--- config.mk ---
export PLATFORM = sky130hd
export DESIGN_NAME = btb_sa_module_flat
export DESIGN_NICKNAME = d
export VERILOG_FILES = /design/src/rtl/btb_sa_if.sv /design/src/rtl/btb_sa_module.sv /design/src/flat_wrapper.sv
export SDC_FILE = /design/constraint.sdc
export NUM_CORES = 2
export LEC_CHECK = 0
export ABC_AREA = 1
export BUFFER_PORTS_ARGS = -buffer_cell sky130_fd_sc_hd__buf_4
export CORE_UTILIZATION = 36
export DETAILED_ROUTE_END_ITERATION = 8
export MAX_ROUTING_LAYER = met4
export SLEW_MARGIN = 15
export SYNTH_ARGS = -nofsm -noshare
export SYNTH_HDL_FRONTEND = slang
export SYNTH_SLANG_ARGS = --single-unit
export TNS_END_PERCENT = 1
--- constraint.sdc ---
create_clock -name clk -period 12.3 [get_ports clk]
set_input_delay 2.46 -clock clk [delete_from_list [all_inputs] [get_ports clk]]
set_output_delay 2.46 -clock clk [all_outputs]
set_load 0.005 [all_outputs]
--- src/rtl/btb_sa_if.sv ---
// btb_sa_if
// Bundles the lookup, response, update and flush signals of btb_sa_module.
//   master : drives lookup/allocate/mispredict/clear/flush requests,
//            receives lookup responses and flush-busy status
//   slave  : the BTB itself
// Signal names keep the i_/o_ direction prefixes as seen from the BTB.
interface btb_sa_if #(
    parameter int PC_WIDTH = 32,
    parameter int SETS     = 8,
    parameter int WAYS     = 4
);
    localparam int SET_BITS = $clog2(SETS);
    localparam int WAY_BITS = $clog2(WAYS);

    logic                i_lkp_vld;
    logic [PC_WIDTH-1:0] i_lkp_pc;
    logic                o_rsp_vld;
    logic                o_rsp_hit;
    logic [SET_BITS-1:0] o_rsp_set;
    logic [WAY_BITS-1:0] o_rsp_way;
    logic [PC_WIDTH-1:0] o_rsp_taddr;
    logic [3:0]          o_rsp_offset;
    logic                o_rsp_type;
    logic                i_new_vld;
    logic [PC_WIDTH-1:0] i_new_pc;
    logic [PC_WIDTH-1:0] i_new_taddr;
    logic                i_new_type;
    logic                i_mis_vld;
    logic [SET_BITS-1:0] i_mis_set;
    logic [WAY_BITS-1:0] i_mis_way;
    logic [PC_WIDTH-1:0] i_mis_taddr;
    logic                i_clr_vld;
    logic [SET_BITS-1:0] i_clr_set;
    logic [WAY_BITS-1:0] i_clr_way;
    logic                i_flush;
    logic                o_flush_busy;

    modport master (
        output i_lkp_vld, i_lkp_pc,
        input  o_rsp_vld, o_rsp_hit, o_rsp_set, o_rsp_way,
               o_rsp_taddr, o_rsp_offset, o_rsp_type,
        output i_new_vld, i_new_pc, i_new_taddr, i_new_type,
        output i_mis_vld, i_mis_set, i_mis_way, i_mis_taddr,
        output i_clr_vld, i_clr_set, i_clr_way,
        output i_flush,
        input  o_flush_busy
    );

    modport slave (
        input  i_lkp_vld, i_lkp_pc,
        output o_rsp_vld, o_rsp_hit, o_rsp_set, o_rsp_way,
               o_rsp_taddr, o_rsp_offset, o_rsp_type,
        input  i_new_vld, i_new_pc, i_new_taddr, i_new_type,
        input  i_mis_vld, i_mis_set, i_mis_way, i_mis_taddr,
        input  i_clr_vld, i_clr_set, i_clr_way,
        input  i_flush,
        output o_flush_busy
    );
endinterface

--- src/rtl/btb_sa_module.sv ---
// btb_sa_module
// Set-associative branch target buffer with a registered one-cycle lookup,
// in-place refresh of present branches, per-set round-robin replacement and
// a one-set-per-cycle whole-table flush sequencer.
// Ports:
//   clk    : core clock
//   rst_n  : asynchronous active-low reset (valids, pointers, FSM, outputs)
//   bus    : btb_sa_if.slave - lookup/response, allocate, mispredict,
//            clear and flush signals
// Optional feature macro: BTB_SA_BYPASS_EN
//   defined   - same-cycle allocate/mispredict/clear are forwarded into the
//               lookup response (response reflects post-update table)
//   undefined - the response reflects the table before that cycle's updates
module btb_sa_module #(
    parameter int PC_WIDTH = 32,
    parameter int SETS     = 8,
    parameter int WAYS     = 4
) (
    input logic     clk,
    input logic     rst_n,
    btb_sa_if.slave bus
);
    localparam int SET_BITS = $clog2(SETS);
    localparam int WAY_BITS = $clog2(WAYS);
    localparam int TAG_BITS = PC_WIDTH - 4 - SET_BITS;

    typedef enum logic {
        ST_IDLE  = 1'b0,
        ST_FLUSH = 1'b1
    } state_t;

    // Table storage: valid bits and pointers are reset, payload is not.
    logic [WAYS-1:0]     r_valid  [SETS];
    logic [WAY_BITS-1:0] r_rr     [SETS];
    logic [TAG_BITS-1:0] r_tag    [SETS][WAYS];
    logic [PC_WIDTH-1:0] r_taddr  [SETS][WAYS];
    logic [3:0]          r_offset [SETS][WAYS];
    logic                r_type   [SETS][WAYS];

    state_t              r_state;
    state_t              w_state_nxt;
    logic [SET_BITS-1:0] r_flush_cnt;
    logic [SET_BITS-1:0] w_flush_cnt_nxt;
    logic                r_flush_busy;

    // Address split of the three PC-carrying requests.
    logic [SET_BITS-1:0] w_lkp_set;
    logic [TAG_BITS-1:0] w_lkp_tag;
    logic [SET_BITS-1:0] w_new_set;
    logic [TAG_BITS-1:0] w_new_tag;

    assign w_lkp_set = bus.i_lkp_pc[4 +: SET_BITS];
    assign w_lkp_tag = bus.i_lkp_pc[PC_WIDTH-1 -: TAG_BITS];
    assign w_new_set = bus.i_new_pc[4 +: SET_BITS];
    assign w_new_tag = bus.i_new_pc[PC_WIDTH-1 -: TAG_BITS];

    logic                w_upd_en;
    logic                w_new_match;
    logic [WAY_BITS-1:0] w_new_match_way;
    logic                w_new_free;
    logic [WAY_BITS-1:0] w_new_free_way;
    logic [WAY_BITS-1:0] w_new_way;
    logic                w_new_use_rr;
    logic                w_new_en;
    logic                w_mis_en;
    logic                w_clr_en;

    logic                w_hit;
    logic [WAY_BITS-1:0] w_hit_way;
    logic [PC_WIDTH-1:0] w_hit_taddr;
    logic [3:0]          w_hit_offset;
    logic                w_hit_type;

    // Updates are only honoured outside the flush sequence.
    assign w_upd_en = (r_state == ST_IDLE);

    // Allocate victim selection: present tag, else lowest invalid way, else round-robin.
    always_comb begin
        w_new_match     = 1'b0;
        w_new_match_way = '0;
        w_new_free      = 1'b0;
        w_new_free_way  = '0;
        // Descending scan so the lowest-index qualifying way is the one kept.
        for (int w = WAYS - 1; w >= 0; w--) begin
            w_new_match_way = (r_valid[w_new_set][w] && (r_tag[w_new_set][w] == w_new_tag))
                              ? WAY_BITS'(w) : w_new_match_way;
            w_new_match     = w_new_match | (r_valid[w_new_set][w] && (r_tag[w_new_set][w] == w_new_tag));
            w_new_free_way  = (!r_valid[w_new_set][w]) ? WAY_BITS'(w) : w_new_free_way;
            w_new_free      = w_new_free | !r_valid[w_new_set][w];
        end
        w_new_use_rr = !w_new_match && !w_new_free;
        w_new_way    = w_new_match ? w_new_match_way :
                       (w_new_free ? w_new_free_way : r_rr[w_new_set]);
    end

    // Collision resolution on a shared entry: clear > allocate > mispredict.
    always_comb begin
        w_clr_en = w_upd_en && bus.i_clr_vld;
        w_new_en = w_upd_en && bus.i_new_vld &&
                   !(w_clr_en && (bus.i_clr_set == w_new_set) && (bus.i_clr_way == w_new_way));
        w_mis_en = w_upd_en && bus.i_mis_vld && r_valid[bus.i_mis_set][bus.i_mis_way] &&
                   !(w_clr_en && (bus.i_clr_set == bus.i_mis_set) && (bus.i_clr_way == bus.i_mis_way)) &&
                   !(w_new_en && (w_new_set == bus.i_mis_set) && (w_new_way == bus.i_mis_way));
    end

    // Flush sequencer next-state: walk every set once, then return to idle.
    always_comb begin
        w_state_nxt     = r_state;
        w_flush_cnt_nxt = r_flush_cnt;
        case (r_state)
            ST_IDLE: begin
                if (bus.i_flush) begin
                    w_state_nxt     = ST_FLUSH;
                    w_flush_cnt_nxt = '0;
                end else begin
                    w_state_nxt     = ST_IDLE;
                end
            end
            ST_FLUSH: begin
                w_flush_cnt_nxt = r_flush_cnt + SET_BITS'(1);
                if (r_flush_cnt == SET_BITS'(SETS - 1)) begin
                    w_state_nxt = ST_IDLE;
                end else begin
                    w_state_nxt = ST_FLUSH;
                end
            end
            default: begin
                w_state_nxt     = ST_IDLE;
                w_flush_cnt_nxt = '0;
            end
        endcase
    end

    // Lookup compare across all ways of the indexed set, with optional forwarding.
    always_comb begin
        w_hit     = 1'b0;
        w_hit_way = '0;
        for (int w = WAYS - 1; w >= 0; w--) begin
            w_hit_way = (r_valid[w_lkp_set][w] && (r_tag[w_lkp_set][w] == w_lkp_tag))
                        ? WAY_BITS'(w) : w_hit_way;
            w_hit     = w_hit | (r_valid[w_lkp_set][w] && (r_tag[w_lkp_set][w] == w_lkp_tag));
        end
        w_hit_taddr  = r_taddr[w_lkp_set][w_hit_way];
        w_hit_offset = r_offset[w_lkp_set][w_hit_way];
        w_hit_type   = r_type[w_lkp_set][w_hit_way];
`ifdef BTB_SA_BYPASS_EN
        // Mispredict rewrites the target of the entry being hit.
        if (w_hit && w_mis_en && (bus.i_mis_set == w_lkp_set) && (bus.i_mis_way == w_hit_way)) begin
            w_hit_taddr = bus.i_mis_taddr;
        end else begin
            w_hit_taddr = w_hit_taddr;
        end
        // Allocate either creates/refreshes the looked-up tag or evicts the hit way.
        if (w_new_en && (w_new_set == w_lkp_set) && (w_new_tag == w_lkp_tag)) begin
            w_hit        = 1'b1;
            w_hit_way    = w_new_way;
            w_hit_taddr  = bus.i_new_taddr;
            w_hit_offset = bus.i_new_pc[3:0];
            w_hit_type   = bus.i_new_type;
        end else if (w_new_en && (w_new_set == w_lkp_set) && (w_new_way == w_hit_way)) begin
            w_hit = 1'b0;
        end else begin
            w_hit = w_hit;
        end
        // A same-cycle clear of the resulting entry turns the hit into a miss.
        if (w_clr_en && (bus.i_clr_set == w_lkp_set) && (bus.i_clr_way == w_hit_way)) begin
            w_hit = 1'b0;
        end else begin
            w_hit = w_hit;
        end
`endif
    end

    // Valid bits, round-robin pointers and flush sequencer state.
    always_ff @(posedge clk or negedge rst_n) begin
        if (!rst_n) begin
            for (int s = 0; s < SETS; s++) begin
                r_valid[s] <= '0;
                r_rr[s]    <= '0;
            end
            r_state      <= ST_IDLE;
            r_flush_cnt  <= '0;
            r_flush_busy <= 1'b0;
        end else begin
            r_state      <= w_state_nxt;
            r_flush_cnt  <= w_flush_cnt_nxt;
            r_flush_busy <= (w_state_nxt == ST_FLUSH);
            if (r_state == ST_FLUSH) begin
                r_valid[r_flush_cnt] <= '0;
                r_rr[r_flush_cnt]    <= '0;
            end else begin
                // Clear and allocate never target the same entry here (resolved above).
                if (w_new_en) begin
                    r_valid[w_new_set][w_new_way] <= 1'b1;
                    if (w_new_use_rr) begin
                        r_rr[w_new_set] <= r_rr[w_new_set] + WAY_BITS'(1);
                    end
                end
                if (w_clr_en) begin
                    r_valid[bus.i_clr_set][bus.i_clr_way] <= 1'b0;
                end
            end
        end
    end

    // Entry payload: tag and data are left unreset, guarded by the valid bits.
    always_ff @(posedge clk) begin
        if (w_new_en) begin
            r_tag[w_new_set][w_new_way]    <= w_new_tag;
            r_taddr[w_new_set][w_new_way]  <= bus.i_new_taddr;
            r_offset[w_new_set][w_new_way] <= bus.i_new_pc[3:0];
            r_type[w_new_set][w_new_way]   <= bus.i_new_type;
        end
        if (w_mis_en) begin
            r_taddr[bus.i_mis_set][bus.i_mis_way] <= bus.i_mis_taddr;
        end
    end

    // Registered lookup response; misses and flush-time lookups return zeros.
    always_ff @(posedge clk or negedge rst_n) begin
        if (!rst_n) begin
            bus.o_rsp_vld    <= 1'b0;
            bus.o_rsp_hit    <= 1'b0;
            bus.o_rsp_set    <= '0;
            bus.o_rsp_way    <= '0;
            bus.o_rsp_taddr  <= '0;
            bus.o_rsp_offset <= 4'h0;
            bus.o_rsp_type   <= 1'b0;
        end else begin
            bus.o_rsp_vld <= bus.i_lkp_vld;
            if (bus.i_lkp_vld && w_hit && (r_state == ST_IDLE)) begin
                bus.o_rsp_hit    <= 1'b1;
                bus.o_rsp_set    <= w_lkp_set;
                bus.o_rsp_way    <= w_hit_way;
                bus.o_rsp_taddr  <= w_hit_taddr;
                bus.o_rsp_offset <= w_hit_offset;
                bus.o_rsp_type   <= w_hit_type;
            end else begin
                bus.o_rsp_hit    <= 1'b0;
                bus.o_rsp_set    <= '0;
                bus.o_rsp_way    <= '0;
                bus.o_rsp_taddr  <= '0;
                bus.o_rsp_offset <= 4'h0;
                bus.o_rsp_type   <= 1'b0;
            end
        end
    end

    assign bus.o_flush_busy = r_flush_busy;

endmodule

--- src/flat_wrapper.sv ---
// flat-port wrapper written by rule: the top's interface ports become plain ports
module btb_sa_module_flat 
#(
    parameter int PC_WIDTH = 32,
    parameter int SETS     = 8,
    parameter int WAYS     = 4
)
  (clk, rst_n, bus_i_lkp_vld, bus_i_lkp_pc, bus_o_rsp_vld, bus_o_rsp_hit, bus_o_rsp_set, bus_o_rsp_way, bus_o_rsp_taddr, bus_o_rsp_offset, bus_o_rsp_type, bus_i_new_vld, bus_i_new_pc, bus_i_new_taddr, bus_i_new_type, bus_i_mis_vld, bus_i_mis_set, bus_i_mis_way, bus_i_mis_taddr, bus_i_clr_vld, bus_i_clr_set, bus_i_clr_way, bus_i_flush, bus_o_flush_busy);
  btb_sa_if #(.PC_WIDTH(PC_WIDTH), .SETS(SETS), .WAYS(WAYS)) bus_i ();
  input logic clk;
  input logic rst_n;
  input wire logic [$bits(bus_i.i_lkp_vld)-1:0] bus_i_lkp_vld;
  input wire logic [$bits(bus_i.i_lkp_pc)-1:0] bus_i_lkp_pc;
  output wire logic [$bits(bus_i.o_rsp_vld)-1:0] bus_o_rsp_vld;
  output wire logic [$bits(bus_i.o_rsp_hit)-1:0] bus_o_rsp_hit;
  output wire logic [$bits(bus_i.o_rsp_set)-1:0] bus_o_rsp_set;
  output wire logic [$bits(bus_i.o_rsp_way)-1:0] bus_o_rsp_way;
  output wire logic [$bits(bus_i.o_rsp_taddr)-1:0] bus_o_rsp_taddr;
  output wire logic [$bits(bus_i.o_rsp_offset)-1:0] bus_o_rsp_offset;
  output wire logic [$bits(bus_i.o_rsp_type)-1:0] bus_o_rsp_type;
  input wire logic [$bits(bus_i.i_new_vld)-1:0] bus_i_new_vld;
  input wire logic [$bits(bus_i.i_new_pc)-1:0] bus_i_new_pc;
  input wire logic [$bits(bus_i.i_new_taddr)-1:0] bus_i_new_taddr;
  input wire logic [$bits(bus_i.i_new_type)-1:0] bus_i_new_type;
  input wire logic [$bits(bus_i.i_mis_vld)-1:0] bus_i_mis_vld;
  input wire logic [$bits(bus_i.i_mis_set)-1:0] bus_i_mis_set;
  input wire logic [$bits(bus_i.i_mis_way)-1:0] bus_i_mis_way;
  input wire logic [$bits(bus_i.i_mis_taddr)-1:0] bus_i_mis_taddr;
  input wire logic [$bits(bus_i.i_clr_vld)-1:0] bus_i_clr_vld;
  input wire logic [$bits(bus_i.i_clr_set)-1:0] bus_i_clr_set;
  input wire logic [$bits(bus_i.i_clr_way)-1:0] bus_i_clr_way;
  input wire logic [$bits(bus_i.i_flush)-1:0] bus_i_flush;
  output wire logic [$bits(bus_i.o_flush_busy)-1:0] bus_o_flush_busy;
  assign bus_i.i_lkp_vld = bus_i_lkp_vld;
  assign bus_i.i_lkp_pc = bus_i_lkp_pc;
  assign bus_o_rsp_vld = bus_i.o_rsp_vld;
  assign bus_o_rsp_hit = bus_i.o_rsp_hit;
  assign bus_o_rsp_set = bus_i.o_rsp_set;
  assign bus_o_rsp_way = bus_i.o_rsp_way;
  assign bus_o_rsp_taddr = bus_i.o_rsp_taddr;
  assign bus_o_rsp_offset = bus_i.o_rsp_offset;
  assign bus_o_rsp_type = bus_i.o_rsp_type;
  assign bus_i.i_new_vld = bus_i_new_vld;
  assign bus_i.i_new_pc = bus_i_new_pc;
  assign bus_i.i_new_taddr = bus_i_new_taddr;
  assign bus_i.i_new_type = bus_i_new_type;
  assign bus_i.i_mis_vld = bus_i_mis_vld;
  assign bus_i.i_mis_set = bus_i_mis_set;
  assign bus_i.i_mis_way = bus_i_mis_way;
  assign bus_i.i_mis_taddr = bus_i_mis_taddr;
  assign bus_i.i_clr_vld = bus_i_clr_vld;
  assign bus_i.i_clr_set = bus_i_clr_set;
  assign bus_i.i_clr_way = bus_i_clr_way;
  assign bus_i.i_flush = bus_i_flush;
  assign bus_o_flush_busy = bus_i.o_flush_busy;
  btb_sa_module #(.PC_WIDTH(PC_WIDTH), .SETS(SETS), .WAYS(WAYS)) u_core (.clk(clk), .rst_n(rst_n), .bus(bus_i));
endmodule
==> flow_summary_export.csv <==
group,metric,value,unit
synthesis,syn_nets,12800,
outcome,outcome,"finished clean",
setup_path,reg2reg_setup_slack,5.78,ns
floorplan,ios,191,
placement,port_buffers,186,
setup_path,r2r-end,"u_core.r_taddr[1][61]",
cts,cts_buffers,234,
sta,hold_viol,0,
cts,cts_setup_buffers,0,
placement,gp_congestion,0.947,
setup_path,critPathKind,"in2reg",
cts,clock_sinks,2080,
synthesis,synthFlopType,"edfxtp_1",
floorplan,rows,200,
finish,drive_gt1_share,7.71,%
finish,fin_util,40.5,%
synthesis,synth_cells,12700,
finish,final_area,121000,µm²
sta,final.setup.tns,0,ns
finish,syn2layout_area_growth,11.7,%
setup_path,cp_max_fo,38,
detailed_routing,drcViolationCount,0,
detailed_routing,first_iter_violations,14100,
sta,maxSlewViolCount,0,
cts,tritoncts,"done",
job,cap_violations,0,
setup_path,cp.required,12.87,ns
sta,finalSetupViolations,0,
synthesis,synth.avg_cell_area,8.52,µm²
sta,post-route-min-period,9.17,ns
sta,fmax,109,MHz
floorplan,dieHeight,549,µm
worst_hold_path,holdPathEnd,"u_core.r_valid[23]",
power,p_leak,48.4,nW
worst_hold_path,hold_depth,1,
cts,cts_max_level,4,
power,ir_worst_vdd,0.000130,V
worst_hold_path,hold_path_startpoint,"u_core.r_valid[23]",
finish,seq_area,62000,µm²
global_route,grt_overflow_total,0,
sta,post-route-period-util,74.6,%
setup_path,cp-end-kind,"flop",
cts,insertion_delay,0.96,ns
synthesis,yosysUniqueCellTypes,49,
global_route,grt_max_degree,208,
setup_path,worst-endpoint-arrival,9.74,ns
sta,max-slew-margin-rel,16.4,%
detailed_routing,dr.pass1.iters,9,
cts,cts_buffer_depth,4,
sta,skew,0.0868,ns
synthesis,syn_area,108000,µm²
synthesis,synthArstFlopShare,4.62,%
finish,fin_nets,12500,
cts,clk_pin_slew,0.06,ns
floorplan,initial_core_util,36.3,%
detailed_routing,viasPerCell,5.65,
cts,hold_buffers,0,
power,power.total,16.6,mW
placement,placed_cell_area,113000,µm²
global_route,grt_pass1_wl,598000,µm
detailed_routing,vias,93200,
floorplan,die-area,302000,µm²
finish,final_common_cell,"nand2_1",
detailed_routing,drt_wl_total,421000,µm
detailed_routing,ant_nets,0,
cts,root_buffer,"clkbuf_16",
synthesis,yosys_warnings,0,
global_route,grt_pass1_vias,83800,
placement,place_inst,16000,
cts,cts_resized,0,
detailed_routing,wl_per_cell,25.5,µm
finish,most-common-layout-cells,"4655 x nand2_1, 1984 x edfxtp_1, 1425 x o21ai_0",
synthesis,yosysSeqAreaShare,57.4,%
finish,instances_no_fill,16500,
sta,rsz0062_at_grt,"no",
floorplan,die_w,549,µm
placement,dpl.hpwl,242000,µm
setup_path,r2r-start,"u_core.r_tag[4][15]",
global_route,antenna_found_initial,37,
finish,multi_input_area,40000,µm²
finish,fillers,29100,
power,p_per_area,138,nW/µm²
synthesis,synth-edff-count,1984,
worst_hold_path,hp-class,"reg2reg",
setup_path,reg2reg_depth,20,
setup_path,worstSetupStartpointType,"primary input",
global_route,grt_usage,27.8,%
sta,worstMarginPinSlew,1.25,ns
synthesis,ys_ff_latch,2080,
floorplan,core_area,298000,µm²
==> flip-flops by register name, summed over array words and instances, names as in the netlist <==
name	cells
u_core.r_type	32
u_core.r_tag	800
u_core.bus.o_rsp_set	3
u_core.bus.o_rsp_taddr	32
u_core.r_state	1
u_core.bus.o_rsp_hit	1
u_core.r_flush_cnt	3
u_core.r_taddr	1024
u_core.bus.o_rsp_offset	4
u_core.r_rr	16
u_core.bus.o_rsp_way	2
u_core.r_offset	128
u_core.bus.o_rsp_type	1
u_core.r_valid	32
u_core.bus.o_rsp_vld	1
==> cell usage after synthesis (4+ instances only) <==
master | count | share of area (%)
a211oi_1 | 4 | 0.028
a21oi_1 | 386 | 1.8
a221oi_1 | 10 | 0.081
a22oi_1 | 6 | 0.042
a31oi_1 | 6 | 0.035
buf_1 | 62 | 0.22
buf_2 | 267 | 1.2
buf_4 | 6 | 0.042
clkbuf_1 | 643 | 2.2
dfrtp_1 | 96 | 2.2
edfxtp_1 | 1984 | 55
inv_1 | 691 | 2.4
inv_2 | 10 | 0.035
nand2_1 | 4665 | 16
nand3_1 | 530 | 2.5
nand3b_1 | 13 | 0.090
nand4_1 | 41 | 0.24
nand4_2 | 30 | 0.35
nor2_1 | 1109 | 3.9
nor2_2 | 14 | 0.081
nor2_4 | 9 | 0.094
nor3_1 | 25 | 0.12
nor3_2 | 6 | 0.056
nor4_1 | 10 | 0.058
o211ai_1 | 109 | 0.76
o21a_1 | 12 | 0.083
o21ai_0 | 1428 | 6.6
o21ai_1 | 32 | 0.15
o221ai_1 | 152 | 1.2
o22ai_1 | 176 | 1.0
or2_2 | 61 | 0.35
xor2_1 | 35 | 0.28
==> stage by stage <==
step	setup slack [ns]	hold slack, ns
finish	3.13	0.495
global route	2.97	0.526
CTS	3.44	0.494
detailed placement	2.49	0.478
global placement	2.49	0.466
floorplan	4.77	0.449
==> area by class of cell <==
| type | instances | share of cell area, % |
|---|---|---|
| antenna | 27 | 0.0560 |
| tap | 3939 | 4.09 |
| multi-input combinational | 8899 | 33.1 |
| clock inverter | 123 | 0.978 |
| clock buffer | 308 | 5.20 |
| inverter | 702 | 2.21 |
| sequential | 2080 | 51.4 |
| timing repair buffer | 426 | 2.92 |
==> worst max-delay path: stages <==
cell	delay, ns
buf_4	0.30
nand2_2	0.48
clkinv_2	0.34
buf_4	0.41
nand3_1	0.15
nand2_1	0.09
o21ai_0	0.80
nand2_1	0.16
nor2_1	0.14
nand2_1	0.07
nor2_1	0.08
nand2_1	0.06
nor2_1	0.37
nor2_1	0.21
nand3_1	0.22
nand3_1	0.09
nand2_1	0.11
nand2_1	0.29
nand3_2	0.65
nand4_2	0.93
o21ai_4	0.68
buf_4	0.54
==> report_power, final <==
group          switching [mW]  leakage [nW]  internal, mW
combinational            1.30          25.6         0.441
sequential             0.0298          19.1          7.81
clock                    3.03          3.64          3.97
total                    4.36          48.4          12.2
==> worst max-delay path by stage <==
stage                               start                     end  slack, ns
after global routing      bus_i_new_pc[4]   u_core.r_taddr[1][51]       2.97
after CTS                 bus_i_new_pc[6]   u_core.r_taddr[1][51]       3.44
after global placement    bus_i_new_pc[6]   u_core.r_taddr[1][45]       2.49
after detailed placement  bus_i_new_pc[6]   u_core.r_taddr[1][45]       2.49
final                     bus_i_new_pc[5]   u_core.r_taddr[1][61]       3.13
after floorplan           bus_i_new_pc[4]  u_core.r_taddr[5][100]       4.77
==> per-layer routing <==
| layer | track usage, % | share of wire, % | vias up | wire (µm) |
|---|---|---|---|---|
| met3 | 5.51 | 12 | 1042 | 51500 |
| met2 | 40.4 | 43 | 6072 | 182000 |
| met4 | 13.5 | 5.2 | 0 | 22100 |
| met1 | 37.1 | 39 | 44300 | 165000 |
| met5 | - | 0 | - | 0 |
| li1 | - | - | 41800 | - |
==> cell families after synthesis <==
family	Yosys count	share of synthesized area [%]
and+or+nand+nor	6521	24.1
AOI/OAI and AO/OA	2336	12.0
DFF	2080	57.4
buffers and inverters	1680	6.17
xor gates and xnor gates	38	0.308
muxes	2	0.0186
adders and majority gates	2	0.0232
No activity file was read; power rests on OpenSTA's default activity.
